**src/rtl/mem_access_sequencer.sv**
```systemverilog
// Initiator-side sequencer for the unified instruction/data memory: screens
// fetch/load/store requests, waits out the BRAM read latency and captures the result.
module mem_access_sequencer #(
    parameter int INSTR_LIMIT  = 80,
    parameter int AW           = 10,
    parameter int READ_LATENCY = 1
) (
    input  logic          clk,
    input  logic          rst_n,
    input  logic          req_valid,
    output logic          req_ready,
    input  logic [1:0]    req_op,
    input  logic [AW-1:0] req_addr,
    input  logic [31:0]   req_wdata,
    output logic          resp_valid,
    input  logic          resp_ready,
    output logic [1:0]    resp_fault,
    output logic [31:0]   resp_data,
    output logic [31:0]   instr_reg,
    output logic [31:0]   data_reg,
    output logic [AW-1:0] mem_address,
    output logic [31:0]   mem_writeData,
    output logic          mem_MemWrite,
    input  logic [31:0]   mem_rdata
);

    typedef enum logic [1:0] {S_IDLE, S_ISSUE, S_WAIT, S_RESP} state_t;

    localparam logic [1:0] OP_FETCH   = 2'b00;
    localparam logic [1:0] OP_STORE   = 2'b10;
    localparam logic [1:0] F_OK       = 2'b00;
    localparam logic [1:0] F_MISALIGN = 2'b01;
    localparam logic [1:0] F_PROT     = 2'b10;
    localparam logic [1:0] F_RANGE    = 2'b11;

    localparam int          RANGE_MAX_I = (1 << AW) - 4;
    localparam logic [AW:0] RANGE_MAX   = RANGE_MAX_I[AW:0];
    localparam logic [AW:0] LIMIT       = INSTR_LIMIT[AW:0];
    localparam logic [1:0]  LAT         = READ_LATENCY[1:0];

    // Misalignment outranks range, which outranks region protection.
    function automatic logic [1:0] fault_check(input logic [1:0] op, input logic [AW-1:0] addr);
        logic [AW:0] a;
        a = {1'b0, addr};
        if (addr[1:0] != 2'b00)
            return F_MISALIGN;
        else if (a > RANGE_MAX)
            return F_RANGE;
        else if ((op == OP_STORE && a < LIMIT) || (op == OP_FETCH && a >= LIMIT))
            return F_PROT;
        else
            return F_OK;
    endfunction

    function automatic logic [31:0] byte_swap(input logic [31:0] w);
        return {w[7:0], w[15:8], w[23:16], w[31:24]};
    endfunction

    state_t        r_state;
    state_t        w_next;
    logic [1:0]    r_op;
    logic [31:0]   r_wdata;
    logic [1:0]    r_cnt;
    logic [1:0]    r_resp_fault;
    logic [31:0]   r_resp_data;
    logic [31:0]   r_instr;
    logic [31:0]   r_data;
    logic [AW-1:0] r_mem_address;
    logic [1:0]    w_fault;
    logic          w_accept;
    logic          w_write;

    assign w_fault  = fault_check(req_op, req_addr);
    assign w_accept = req_valid && (r_state == S_IDLE);
    assign w_write  = (r_state == S_ISSUE) && (r_op == OP_STORE);

    assign req_ready     = (r_state == S_IDLE);
    assign resp_valid    = (r_state == S_RESP);
    assign resp_fault    = r_resp_fault;
    assign resp_data     = r_resp_data;
    assign instr_reg     = r_instr;
    assign data_reg      = r_data;
    assign mem_address   = r_mem_address;
    assign mem_MemWrite  = w_write;
    assign mem_writeData = w_write ? r_wdata : 32'd0;

    always_ff @(posedge clk or negedge rst_n) begin
        if (!rst_n)
            r_state <= S_IDLE;
        else
            r_state <= w_next;
    end

    always_comb begin
        w_next = r_state;
        case (r_state)
            S_IDLE:  if (req_valid) w_next = (w_fault != F_OK) ? S_RESP : S_ISSUE;
            S_ISSUE: w_next = (r_op == OP_STORE) ? S_RESP : S_WAIT;
            S_WAIT:  if (r_cnt == 2'd1) w_next = S_RESP;
            S_RESP:  if (resp_ready) w_next = S_IDLE;
            default: w_next = S_IDLE;
        endcase
    end

    always_ff @(posedge clk or negedge rst_n) begin
        if (!rst_n) begin
            r_op          <= 2'b00;
            r_wdata       <= 32'd0;
            r_cnt         <= 2'd0;
            r_resp_fault  <= F_OK;
            r_resp_data   <= 32'd0;
            r_instr       <= 32'd0;
            r_data        <= 32'd0;
            r_mem_address <= '0;
        end else begin
            case (r_state)
                S_IDLE: begin
                    if (w_accept) begin
                        r_op    <= req_op;
                        r_wdata <= req_wdata;
                        // A faulting request never reaches the memory address bus.
                        if (w_fault != F_OK)
                            r_resp_fault <= w_fault;
                        else
                            r_mem_address <= req_addr;
                    end
                end
                S_ISSUE: begin
                    if (r_op != OP_STORE)
                        r_cnt <= LAT;
                end
                S_WAIT: begin
                    if (r_cnt == 2'd1) begin
                        if (r_op == OP_FETCH) begin
                            r_instr     <= mem_rdata;
                            r_resp_data <= mem_rdata;
                        end else begin
                            r_data      <= byte_swap(mem_rdata);
                            r_resp_data <= byte_swap(mem_rdata);
                        end
                    end else begin
                        r_cnt <= r_cnt - 2'd1;
                    end
                end
                S_RESP: begin
                    if (resp_ready) begin
                        r_resp_fault <= F_OK;
                        r_resp_data  <= 32'd0;
                    end
                end
                default: ;
            endcase
        end
    end

endmodule

```
**config.mk**
```make
export PLATFORM = sky130hd
export DESIGN_NAME = mem_access_sequencer
export DESIGN_NICKNAME = d
export VERILOG_FILES = /design/src/rtl/mem_access_sequencer.sv
export SDC_FILE = /design/constraint.sdc
export NUM_CORES = 1
export LEC_CHECK = 0
export ABC_AREA = 1
export CELL_PAD_IN_SITES_DETAIL_PLACEMENT = 0
export CELL_PAD_IN_SITES_GLOBAL_PLACEMENT = 2
export CORE_MARGIN = 2
export CORE_UTILIZATION = 25
export DETAILED_ROUTE_END_ITERATION = 12
export GPL_ROUTABILITY_DRIVEN = 1
export GPL_TIMING_DRIVEN = 0
export PLACE_DENSITY_LB_ADDON = 0.1
export SYNTH_ARGS = -nofsm -noshare
export SYNTH_HDL_FRONTEND = slang
export SYNTH_SLANG_ARGS = --single-unit
```
**constraint.sdc**
```tcl
create_clock -name clk -period 2.07 [get_ports clk]
set_input_delay 0.207 -clock clk [delete_from_list [all_inputs] [get_ports clk]]
set_output_delay 0.207 -clock clk [all_outputs]
set_load 0.005 [all_outputs]
```
After elaboration in Yosys (flattened, before gate mapping)
Index checks and enable logic that the tools add are counted.
{"block": "word_totals", "regBits": 146, "in_bits": 80, "output_inout_bits": 143, "elab_cells": 70}
{"block": "op_classes", "addsub": 1, "n_lt_le_gt_ge": 3, "eq_ne": 14, "n_mux": 20, "bitwise_logic": 2, "n_reduce_logical": 21}
{"op": "$mux 32", "n": 4}
{"op": "$pmux 32 s2", "n": 1}
{"op": "$mux 2", "n": 11}
{"op": "$reduce_and 3->1", "n": 6}
{"op": "$ge 10x7->1 const B", "n": 1}
{"op": "$gt 10x10->1 const B", "n": 1}
{"op": "$lt 10x7->1 const B", "n": 1}
{"op": "$reduce_bool 2->1", "n": 5}
{"op": "$eq 2x2->1 const B", "n": 4}
{"op": "$ne 2x1->1 const B", "n": 4}
{"op": "$ne 2x2->1 const B", "n": 4}
{"op": "$pmux 2 s2", "n": 2}
{"op": "$pmux 2 s4", "n": 1}
{"op": "$logic_not 2->1", "n": 3}
{"op": "$eq 2x1->1 const B", "n": 2}
{"op": "$logic_and 1x1->1", "n": 4}
{"op": "$reduce_and 4->1", "n": 1}
{"op": "$not 1->1", "n": 2}
{"op": "$reduce_and 2->1", "n": 1}
{"op": "$sub 2x1->2 const B", "n": 1}
{"op": "$logic_or 1x1->1", "n": 1}
{"op": "$mux 1", "n": 1}

Depth between registers and ports, before layout
{"block": "logic_depth", "depth_word": 10, "ltp_mapped": 10, "mapped_depth_nobuf": 10}

Worst setup path after synthesis
No wires, ideal clock.
{"block": "synth_timing", "path_kind": "register to register", "start": "register r_state[0]", "end": "register r_mem_address[2], in the netlist mem_address[2]", "setup_ns": 0.117, "t_arrival_ns": 1.375, "slack_ns": 0.579, "stages_incl_launch_ff": 10, "n_path_buf": 0, "synth_period_minus_slack_ns": 1.491, "path_cell_list": "dfrtp_1 > inv_1 > ha_1 > inv_1 > nor2_2 > inv_1 > nor2_8 > nand2_4 > nand2_1 > nand2_1"}
{"block": "synth_between", "elab_chain_len": 3}
{"item": "start: declaration", "line_no": "59", "source": "state_t r_state;"}
{"item": "start signal: assignment", "line_no": "91", "source": "r_state <= w_next;"}
{"item": "$logic_not 2->1 (*)"}
{"item": "named net req_ready", "line_no": "11", "source": "output logic req_ready,"}
{"item": "$logic_and 1x1->1", "line_no": "74", "source": "assign w_accept = req_valid && (r_state == S_IDLE);"}
{"item": "$reduce_and 3->1 (no source line) (*)"}
{"item": "end signal: assignment", "line_no": "125", "source": "r_mem_address <= req_addr;"}
{"item": "end: declaration", "line_no": "68", "source": "logic [AW-1:0] r_mem_address;"}
The timed path passes the listed nets; every way through them passes the cells marked *.
A chain may end at the register's enable or synchronous reset.

Worst setup path in the final report
{"block": "layout_timing", "start": "register r_state[0]", "end": "output port req_ready"}
{"block": "layout_between", "elab_chain_len": 1}
{"item": "$logic_not 2->1", "line_no": "77", "source": "assign req_ready = (r_state == S_IDLE);"}
{"item": "end: declaration", "line_no": "11"}
No other way between the ends.

==> flow_summary_export.csv <==
group,metric,value,unit
run_status,status,"finished clean",
detailed_routing,vias,5580,
floorplan,initial_core_util,25.4,%
synth,yosys_warnings,0,
floorplan,die_h,161,um
detailed_routing,drt_iter0_drc,290,
global_routing,grt_pass1_vias,5662,
power_and_ir_drop,p_per_area,1500,nW/um^2
detailed_routing,detailedRoute.firstPassIterationCount,4,
cells_and_area,syn_to_final_growth,56.1,%
critical_path,path_cells,"inv_1, ha_2, clkdlybuf4s50_1",
floorplan,core,24300,um^2
place,placed_cells,1257,
global_routing,grt_max_degree,87,
floorplan,die_area,26000,um^2
power_and_ir_drop,ir_drop,0.000659,V
clock_network,cts_inserted_buffers,17,
cells_and_area,post-route-cell-area,9660,um^2
cells_and_area,seqCellArea,3650,um^2
cells_and_area,multiInputGateArea,2100,um^2
power_and_ir_drop,p_leak,4.70,nW
global_routing,gr-usage-all-layers,16.7,%
sta,finalClockSkew,0.00932,ns
critical_path,cp_max_fo,5,
synth,synth_fa_ha_area_share,1.01,%
cells_and_area,layout.cells.non_filler,1303,
sta,rsz0062_at_grt,"true",
place,placed_area,8850,um^2
global_routing,grt-ovfl-total,0,
synth,netlist_instances,710,
synth,synth_xor_area_share,0,%
place,hpwl,15500,um
detailed_routing,post_drt_wl_per_cell,16.3,um
synth,syn_area,6190,um^2
cells_and_area,drive_gt1_share,11.1,%
critical_path,crit_slowest_cell,"clkdlybuf4s50_1",
sta,postLayoutSetupSlackWorst,0.0882,ns
detailed_routing,vias_per_cell,4.28,
sta,setup_violations,0,
detailed_routing,routed_wl,21300,um
synth,yosys.area_share.simple,16.6,%
floorplan,io_pins,223,
clock_network,cts_num_sinks,146,
critical_path,path_class,"flip-flop to output port",
hold_path,min_path_type,"input pin to async pin",
sta,maxSlewViolCount,0,
clock_network,root_buffer,"clkbuf_16",
sta,tightest_slew,0.513,ns
synth,synth_top_family_by_area,"simple AND/OR/NAND/NOR gates",
synth,synth-seq-cells,146,
place,preCtsSetupSlack,-0.153,ns
critical_path,cp-end-kind,"output port",
sta,hold_viol,0,
cells_and_area,fin_util,39.7,%
synth,syn-num-nets,795,
place,io_buffers,222,
detailed_routing,drc,0,
detailed_routing,antenna_left,0,
sta,post-route-min-period,1.98,ns
sta,max_freq,0.505,GHz
clock_network,cts_tree,"yes",
clock_network,worst_skew_pair.late_latency,0.42,ns
synth,synth_compound_area_share,15.5,%
sta,setup_tns,0,ns
cells_and_area,diodes,0,
critical_path,r2r_cells,7,
sta,maxSlewHeadroom,65.8,%
floorplan,die_w,161,um
sta,post-route-period-util,95.7,%
cells_and_area,finalNetCount,1052,
cells_and_area,fillCellCount,2527,
critical_path,start_kind,"flip-flop",
clock_network,clockBufferDepth,2,
critical_path,slowest_delay,0.54,ns
synth,syn_avg_cell_area,8.71,um^2
run,cap_violations,0,
floorplan,num_rows,57,
synth,seq_area_frac_synth,59.0,%
synth,ys_types,30,
clock_network,ctsHtreeMaxLevel,4,
global_routing,grt_pass1_wl,33800,um
place,gp_congestion,0.716,
synth,muxShareOfSynthArea,0,%
global_routing,antenna_found_initial,0,
clock_network,clk_pin_slew_worst_paths,0.07,ns
critical_path,critPathArrivalTime,1.77,ns
critical_path,cp_data_required_time,1.86,ns
==> layer usage <==
layer / up-vias / GRT usage (%) / share of wire (%) / wire length [um]
li1: 2784 / - / - / -
met5: - / 0 / 0 / 0
met1: 2641 / 22.7 / 47 / 9930
met3: 6 / 4.80 / 5.5 / 1170
met2: 149 / 27.0 / 47 / 10000
met4: 0 / 3.04 / 0.57 / 121
==> where the power goes <==
group,switching (mW),internal (mW)
registers,0.664,4.20
clock network,1.27,2.18
logic,3.10,3.08
==> synth_stat cells (all sizes together) <==
cell type	instances	share of area, %
nor2	83	5.5
o22ai	1	0.10
clkbuf	19	1.2
nand3b	1	0.12
nand4	1	0.10
buf	18	1.7
dfrtp	146	59
nand2	150	9.3
a21oi	51	4.1
inv	82	5.0
o211ai	1	0.20
o21ai	132	11
ha	5	1.0
o21a	1	0.12
or2	2	0.24
nand3	15	1.4
o31ai	2	0.24
==> critical path, delay by kind of cell (launching register included) <==
family	cells	cell delay, ns
adders and majority gates	1	0.24
buffers and inverters	2	0.70
DFF	1	0.42
==> worst paths after layout <==
path,from,endpoint,slack (ns)
min in group clk,req_wdata[2],r_wdata[2],0.36
max in group asynchronous,rst_n,resp_data[26],0.94
worst min-delay path,rst_n,data_reg[22],0.29
worst min register to register,mem_address[2],mem_address[2],0.47
worst max register to register,r_state[0],instr_reg[5],0.19
worst max-delay path,r_state[0],req_ready,0.09
==> stage by stage <==
stage                     hold slack [ns]  power, mW
after global routing                0.342       15.7
after CTS                           0.327       14.8
final                               0.294       14.5
after global placement              0.463       11.1
after detailed placement            0.186       11.1
after floorplan                   -0.0886       7.55
==> kinds of logic after synthesis <==
family,count (synthesis)
AOI/OAI and AO/OA,188
adders and majority gates,5
buffers and inverters,119
and+or+nand+nor,252
DFF,146
==> cells in the final DEF (no fill, tap or decap), types with 3 or more instances in the layout <==
master | netlist | layout
bufinv_16 | 0 | 5
inv_1 | 78 | 77
clkbuf_8 | 0 | 5
inv_2 | 4 | 5
o21ai_1 | 7 | 7
clkdlybuf4s15_1 | 0 | 4
buf_4 | 1 | 11
clkbuf_2 | 1 | 13
ha_1 | 5 | 3
dfrtp_1 | 146 | 146
clkdlybuf4s50_1 | 0 | 188
buf_6 | 2 | 3
clkinv_4 | 0 | 3
nand3_1 | 13 | 12
dlymetal6s2s_1 | 0 | 4
o21ai_0 | 125 | 125
clkbuf_1 | 18 | 9
nand3_2 | 2 | 3
dlygate4sd2_1 | 0 | 14
nor2_2 | 2 | 7
nor2_1 | 79 | 74
buf_2 | 14 | 20
nand2_1 | 147 | 147
a21oi_1 | 51 | 51
clkbuf_16 | 0 | 18
==> layout make-up <==
| type | count | share of cell area (%) |
|---|---|---|
| sequential | 146 | 37.8 |
| timing repair buffer | 237 | 24.0 |
| multi-input combinational | 446 | 21.7 |
| clock buffer | 19 | 4.59 |
| tap | 324 | 4.20 |
| inverter | 82 | 3.19 |
| buffer | 37 | 2.35 |
| clock inverter | 12 | 2.11 |
==> timing repair <==
item | 4_1_cts | 5_1_grt
gates resized for setup | 63 | 39
setup buffers | 8 | 3
endpoints found under the hold margin | 60 | 0
setup endpoints to repair | 33 | 63
hold buffers | 1 | 0
cloned | 3 | 0
Power figures use the tool's default switching activity.
